[config.mk]
export PLATFORM = sky130hd
export DESIGN_NAME = interrupt_ack_sequencer
export DESIGN_NICKNAME = d
export VERILOG_FILES = /design/src/rtl/interrupt_ack_sequencer.sv
export SDC_FILE = /design/constraint.sdc
export NUM_CORES = 1
export LEC_CHECK = 0
export CAP_MARGIN = 20
export CORE_UTILIZATION = 40
export DETAILED_ROUTE_END_ITERATION = 16
export GPL_ROUTABILITY_DRIVEN = 0
export GPL_TIMING_DRIVEN = 0
export HOLD_SLACK_MARGIN = 0.03
export PLACE_DENSITY = 0.77
export SYNTH_ARGS = -nofsm -noshare
export SYNTH_HDL_FRONTEND = slang
export SYNTH_SLANG_ARGS = --single-unit
[constraint.sdc]
create_clock -name clk -period 10.3 [get_ports clk]
set_clock_uncertainty 0.2 [all_clocks]
set_input_delay 3.09 -clock clk [delete_from_list [all_inputs] [get_ports clk]]
set_output_delay 3.09 -clock clk [all_outputs]
set_load 0.02 [all_outputs]
[src/rtl/interrupt_ack_sequencer.sv]
// -----------------------------------------------------------------------------
// interrupt_ack_sequencer
//
// Purpose:
//   Runs the two-pulse INTA handshake of an 8259-style interrupt controller.
//   - Picks the highest-priority unmasked request under rotating priority.
//   - Blocks any request that would not preempt the current in-service level
//     (fully nested mode).
//   - Raises INT toward the CPU.
//   - On the first INTA pulse, latches the acknowledged level and pulses the
//     ISR-set and IRR-clear strobes.
//   - On the second INTA pulse, drives the vector byte.
//   - Optionally clears the in-service bit on exit when auto-EOI is enabled.
//
// Ports:
//   clk              system clock, rising-edge active
//   reset            synchronous, active-high
//   int_ack_n        CPU INTA, active-low, already synchronised to clk
//   irr              interrupt request register
//   int_mask         OCW1 mask (1 = level masked)
//   isr              in-service register
//   priority_rotate  level that currently holds the lowest priority
//   vector_base      ICW2 bits T7-T3
//   auto_eoi         ICW4 AEOI enable
//   INT              registered interrupt request to the CPU
//   set_isr          one-cycle one-hot strobe that sets the in-service bit
//   clear_IRR        one-cycle one-hot strobe that clears the request bit
//   auto_eoi_clear   one-cycle one-hot strobe that clears in-service under AEOI
//   vector_data      vector byte, valid only while vector_data_en is high
//   vector_data_en   drive enable for vector_data (second INTA pulse)
//   busy             high whenever an acknowledge sequence is in progress
// -----------------------------------------------------------------------------
module interrupt_ack_sequencer #(
  parameter logic [2:0] SPURIOUS_LEVEL = 3'd7
) (
  input  logic       clk,
  input  logic       reset,
  input  logic       int_ack_n,
  input  logic [7:0] irr,
  input  logic [7:0] int_mask,
  input  logic [7:0] isr,
  input  logic [2:0] priority_rotate,
  input  logic [4:0] vector_base,
  input  logic       auto_eoi,
  output logic       INT,
  output logic [7:0] set_isr,
  output logic [7:0] clear_IRR,
  output logic [7:0] auto_eoi_clear,
  output logic [7:0] vector_data,
  output logic       vector_data_en,
  output logic       busy
);

  typedef enum logic [1:0] {
    IDLE  = 2'd0,
    ACK1  = 2'd1,
    WAIT2 = 2'd2,
    ACK2  = 2'd3
  } state_t;

  state_t     state_q, state_d;
  logic       int_ack_n_q;
  logic       int_q, int_d;
  logic [7:0] set_q, set_d;
  logic [7:0] aeoi_q, aeoi_d;
  logic [2:0] ack_level_q, ack_level_d;
  logic       spurious_q, spurious_d;

  // ---------------------------------------------------------------------------
  // INTA edge detection against the registered copy of int_ack_n.
  // ---------------------------------------------------------------------------
  logic ack_fall, ack_rise;

  assign ack_fall = int_ack_n_q & ~int_ack_n;
  assign ack_rise = ~int_ack_n_q & int_ack_n;

  // ---------------------------------------------------------------------------
  // Priority resolution.
  // The scan walks ranks from highest priority (rank 0) downward. The level
  // holding rank r is priority_rotate + 1 + r (mod 8). The first candidate hit
  // is the winner. The first in-service bit hit sets the nesting limit.
  // ---------------------------------------------------------------------------
  logic [7:0] cand;
  logic [2:0] scan_level;
  logic       win_found, isr_found;
  logic [2:0] win_level, win_rank, isr_rank;
  logic       valid_win;

  assign cand = irr & ~int_mask;

  always_comb begin
    // NOTE: every variable gets a default before the loop; otherwise a path
    // that never assigns it would infer a latch.
    scan_level = '0;
    win_found  = 1'b0;
    win_level  = '0;
    win_rank   = '0;
    isr_found  = 1'b0;
    isr_rank   = '0;
    for (int r = 0; r < 8; r++) begin
      scan_level = priority_rotate + 3'd1 + 3'(r);
      if (!win_found && cand[scan_level]) begin
        win_found = 1'b1;
        win_level = scan_level;
        win_rank  = 3'(r);
      end
      if (!isr_found && isr[scan_level]) begin
        isr_found = 1'b1;
        isr_rank  = 3'(r);
      end
    end
  end

  // A winner must strictly outrank everything already in service; an empty
  // ISR imposes no limit.
  assign valid_win = win_found && (!isr_found || (win_rank < isr_rank));

  // ---------------------------------------------------------------------------
  // FSM: state register.
  // ---------------------------------------------------------------------------
  always_ff @(posedge clk) begin
    // NOTE: non-blocking assignments keep every register sampling pre-edge
    // values, so ordering between sequential blocks cannot matter.
    if (reset) begin
      state_q <= IDLE;
    end else begin
      state_q <= state_d;
    end
  end

  // ---------------------------------------------------------------------------
  // FSM: next-state logic.
  // A falling INTA edge in ACK1 or ACK2 is ignored. A falling edge in IDLE
  // always starts a sequence, even with INT low (the spurious path).
  // ---------------------------------------------------------------------------
  always_comb begin
    state_d = state_q;
    case (state_q)
      IDLE:    if (ack_fall) state_d = ACK1;
      ACK1:    if (ack_rise) state_d = WAIT2;
      WAIT2:   if (ack_fall) state_d = ACK2;
      ACK2:    if (ack_rise) state_d = IDLE;
      default: state_d = IDLE;
    endcase
  end

  // ---------------------------------------------------------------------------
  // FSM: output logic (combinational from the current state).
  // ---------------------------------------------------------------------------
  always_comb begin
    busy           = (state_q != IDLE);
    vector_data_en = (state_q == ACK2);
    vector_data    = (state_q == ACK2) ? {vector_base, ack_level_q} : 8'h00;
  end

  // ---------------------------------------------------------------------------
  // Datapath next-state.
  // INT is suppressed on the acknowledging edge, so it drops in the same clock
  // edge that enters ACK1. The acknowledged level is frozen at that edge and
  // held until the sequence completes, whatever the request inputs do.
  // ---------------------------------------------------------------------------
  always_comb begin
    int_d       = (state_q == IDLE) && valid_win && !ack_fall;
    set_d       = '0;
    aeoi_d      = '0;
    ack_level_d = ack_level_q;
    spurious_d  = spurious_q;

    if ((state_q == IDLE) && ack_fall) begin
      ack_level_d = valid_win ? win_level : SPURIOUS_LEVEL;
      spurious_d  = !valid_win;
      if (valid_win) begin
        set_d = 8'd1 << win_level;
      end
    end

    if ((state_q == ACK2) && ack_rise && auto_eoi && !spurious_q) begin
      aeoi_d = 8'd1 << ack_level_q;
    end
  end

  // ---------------------------------------------------------------------------
  // Datapath registers. Reset drops any pulse that is in flight.
  // ---------------------------------------------------------------------------
  always_ff @(posedge clk) begin
    if (reset) begin
      int_ack_n_q <= 1'b1;
      int_q       <= 1'b0;
      set_q       <= '0;
      aeoi_q      <= '0;
      ack_level_q <= '0;
      spurious_q  <= 1'b0;
    end else begin
      int_ack_n_q <= int_ack_n;
      int_q       <= int_d;
      set_q       <= set_d;
      aeoi_q      <= aeoi_d;
      ack_level_q <= ack_level_d;
      spurious_q  <= spurious_d;
    end
  end

  assign INT            = int_q;
  assign set_isr        = set_q;
  assign clear_IRR      = set_q;
  assign auto_eoi_clear = aeoi_q;

endmodule
==> flow_metrics.env <==
export IMPL_status="finished clean"
export IMPL_hold_class="reg2reg"
export IMPL_powerDensity_nw_per_um2=112
export IMPL_via_count=2409
export IMPL_timing_rr_start="state_q[0]"
export IMPL_ioPinCount=71
export IMPL_diodes=0
export IMPL_holdPathStages=2
export IMPL_synthCells=282
export IMPL_nNetsFinal=399
export IMPL_critical_path_arrival_ns=7.67
export IMPL_synth_area_um2=2550
export IMPL_wl_met3_um=420
export IMPL_crit_chain="clkdlybuf4s50_1 > buf_4 > inv_2 > buf_4 > ha_1 > buf_2 > and4b_1 > nor4_2 > mux2i_1 > nor4_4 > a21boi_0 > ha_1 > a21oi_1 > nand2_1 > o21ai_0 > a31o_2 > o2111ai_2 > nor4_1"
export IMPL_drcViolationCount=0
export IMPL_dp_final_hpwl_um=4920
export IMPL_syn_to_final_growth_pct=32.5
export IMPL_die_area_um2=6700
export IMPL_h_tree_depth=1
export IMPL_grt_pass1_wl_um=9830
export IMPL_die_w_um=81.9
export IMPL_synth_seq_area_share_pct=18.8
export IMPL_cts_inserted_buffers=3
export IMPL_yosysTopAreaCellShare_pct=18.8
export IMPL_peakVddDrop_v=0.0000751
export IMPL_clkTransAtPathRegs_ns=0.08
export IMPL_post_route_min_period_ns=7.71
export IMPL_r2r_end="clear_IRR[1]"
export IMPL_synth_seq_cells=24
export IMPL_track_usage_pct=18.1
export IMPL_worstSetupStartpointType="primary input"
export IMPL_core_area_um2=6030
export IMPL_clock_sinks=24
export IMPL_max_stage_delay_ns=0.56
export IMPL_cts_tree="yes"
export IMPL_endpoint_kind="flip-flop"
export IMPL_synth_top_area_cell="dfxtp_1"
export IMPL_synth_edff_count=0
export IMPL_antenna_found_initial=0
export IMPL_cts_root_buf="clkbuf_8"
export IMPL_avgRoutedWirePerCell_um=13.6
export IMPL_tns_ns=0
export IMPL_slew_headroom_pct=58.7
export IMPL_synth_top_flop_cell="dfxtp_1"
export IMPL_wl_met1_um=2530
export IMPL_setup_viol=0
export IMPL_crit_buf_inv=5
export IMPL_synth_distinct_cells=60
export IMPL_yosysWarnings=0
export IMPL_finalPower_w=0.000380
export IMPL_ctsHoldBuffers=0
export IMPL_r2r_setup_slack_ns=8.44
export IMPL_crit_fanout=10
export IMPL_viasPerCell=5.62
export IMPL_final_common_cell="clkdlybuf4s50_1"
export IMPL_crit_type="in2reg"
export IMPL_hold_path_end="spurious_q"
export IMPL_layout_common_cells="68 x clkdlybuf4s50_1, 30 x nor2_1, 24 x dfxtp_1"
export IMPL_drive_above_1_share_pct=17.2
export IMPL_routed_top_layer="met4"
export IMPL_maxSlewViolCount=0
export IMPL_cpMaxStageDelayCell="nor4_4"
export IMPL_clock_latency_ns=0.26
export IMPL_ys_async_sr_fraction_pct=0
export IMPL_yosys_top_cells_area="dfxtp_1 19%, mux4_2 16%, mux2i_1 5.5%, nor2_1 4.4%, nand2b_1 4.2%"
export IMPL_first_iter_violations=149
export IMPL_drt_wl_total_um=5850
export IMPL_fp_row_count=28
export IMPL_grt_overflow_total=0
export IMPL_dr_pass1_iters=4
export IMPL_min_delay_start="spurious_q"
export IMPL_worst_pin_slew_ns=0.616
export IMPL_worstPathRequired_ns=10.26
export IMPL_initial_utilization_pct=42.4
export IMPL_clockBufferDepth=2
export IMPL_post_cts_buffers=0
export IMPL_drv_cap=0
export IMPL_hold_viol_final=0
export IMPL_die_h_um=81.9
export IMPL_grt_max_degree=14
export IMPL_cts_resized=0
export IMPL_portBuffers=68
export IMPL_synth_nets=326
export IMPL_rsz0062_at_grt="no"
export IMPL_ant_nets=0
export IMPL_synth_avg_cell_area_um2=9.05
export IMPL_ff2ff_path_depth=6
export IMPL_fmax_mhz=130
export IMPL_wl_met2_um=2870
export IMPL_p_leak_nw=1.24
export IMPL_fin_crit_sh_pct=74.9
export IMPL_grt_pass1_vias=2213
export IMPL_critical_path_top_delay_family="simple AND/OR/NAND/NOR gates"
flip-flops by register name (all words and copies together) (netlist names):
signal and count:
ack_level_q 3, auto_eoi_clear 8, clear_IRR 8, spurious_q 1, state_q 2, int_ack_n_q 1
INT 1
worst register-to-register path, cell delays in order (launching register included):
cell	delay, ns
dfxtp_1	0.34
inv_1	0.10
ha_1	0.19
and2_1	0.13
clkbuf_1	0.24
o2111ai_2	0.27
nor4_1	0.30
stage by stage:
stage / instances / setup slack, ns / instance area (um^2) / util, % / hold WS [ns]
after floorplan: 282 / 3.42 / 2550 / - / 0.269
after global placement: 425 / 2.38 / 3330 / 55.2 / 0.283
after detailed placement: 425 / 2.32 / 3330 / 55.2 / 0.282
after CTS: 429 / 2.56 / 3380 / 56.1 / 0.297
after global routing: 429 / 2.21 / 3380 / 56.1 / 0.336
final: 429 / 2.59 / 3380 / 56.1 / 0.297
worst max path at each step:
stage,start,cells past startpoint,end
global route,priority_rotate[0],19,clear_IRR[0]
floorplan,priority_rotate[0],16,clear_IRR[0]
detailed placement,priority_rotate[0],18,clear_IRR[1]
global placement,priority_rotate[0],18,clear_IRR[3]
CTS,priority_rotate[0],18,clear_IRR[1]
finish,priority_rotate[0],18,clear_IRR[1]
cells in the mapped netlist, types with 2 or more instances:
master	count
buf_4	10
o21a_1	2
o211ai_1	2
inv_1	7
a211oi_1	4
nor4bb_1	4
or2_2	2
nor4_1	15
buf_2	5
nor3b_1	3
and2_1	11
nor4b_1	2
nand2b_1	17
a22oi_1	2
mux2i_1	14
nand3_1	3
clkbuf_1	5
nor2_1	30
mux4_2	18
xnor3_1	2
mux2_2	5
nor2b_1	10
nor4_2	2
nand2_1	16
buf_6	2
dfxtp_1	24
and4b_1	2
inv_2	2
nand4_1	2
mux2i_2	2
o21ai_0	10
nor3_1	6
a32oi_1	3
ha_1	8
a21oi_1	5
per-layer routing:
layer	track usage [%]	up-vias
li1	-	1203
met1	22.9	1096
met2	32.6	106
met3	2.00	4
met4	4.21	0
met5	0	-
kinds of logic (layout without fill, tap and decap cells):
kind of cell	after synthesis	in the layout	share of synthesized area (%)
compound gates	46	46	13.4
xor+xnor	4	4	2.75
fa+ha+maj	8	8	3.92
buf+inv	31	103	6.86
flops	24	24	18.8
mux	39	39	24.7
simple gates	130	130	29.6
cell type report:
class / instances / area [um^2]
inverters: 9 / 33.8
clock buffers: 4 / 55.1
plain buffers: 22 / 141
repair buffers: 68 / 681
multi-input cells: 227 / 1900
flip-flops and latches: 24 / 480
fillers: 545 / 2640
well taps: 75 / 93.8
report_power, final:
group | internal [W] | switching (W)
Sequential | 0.000100 | 0.00000660
Clock | 0.0000340 | 0.0000262
Combinational | 0.000100 | 0.000113
Total | 0.000234 | 0.000146
Note: power is estimated with default switching activity, not from simulation.
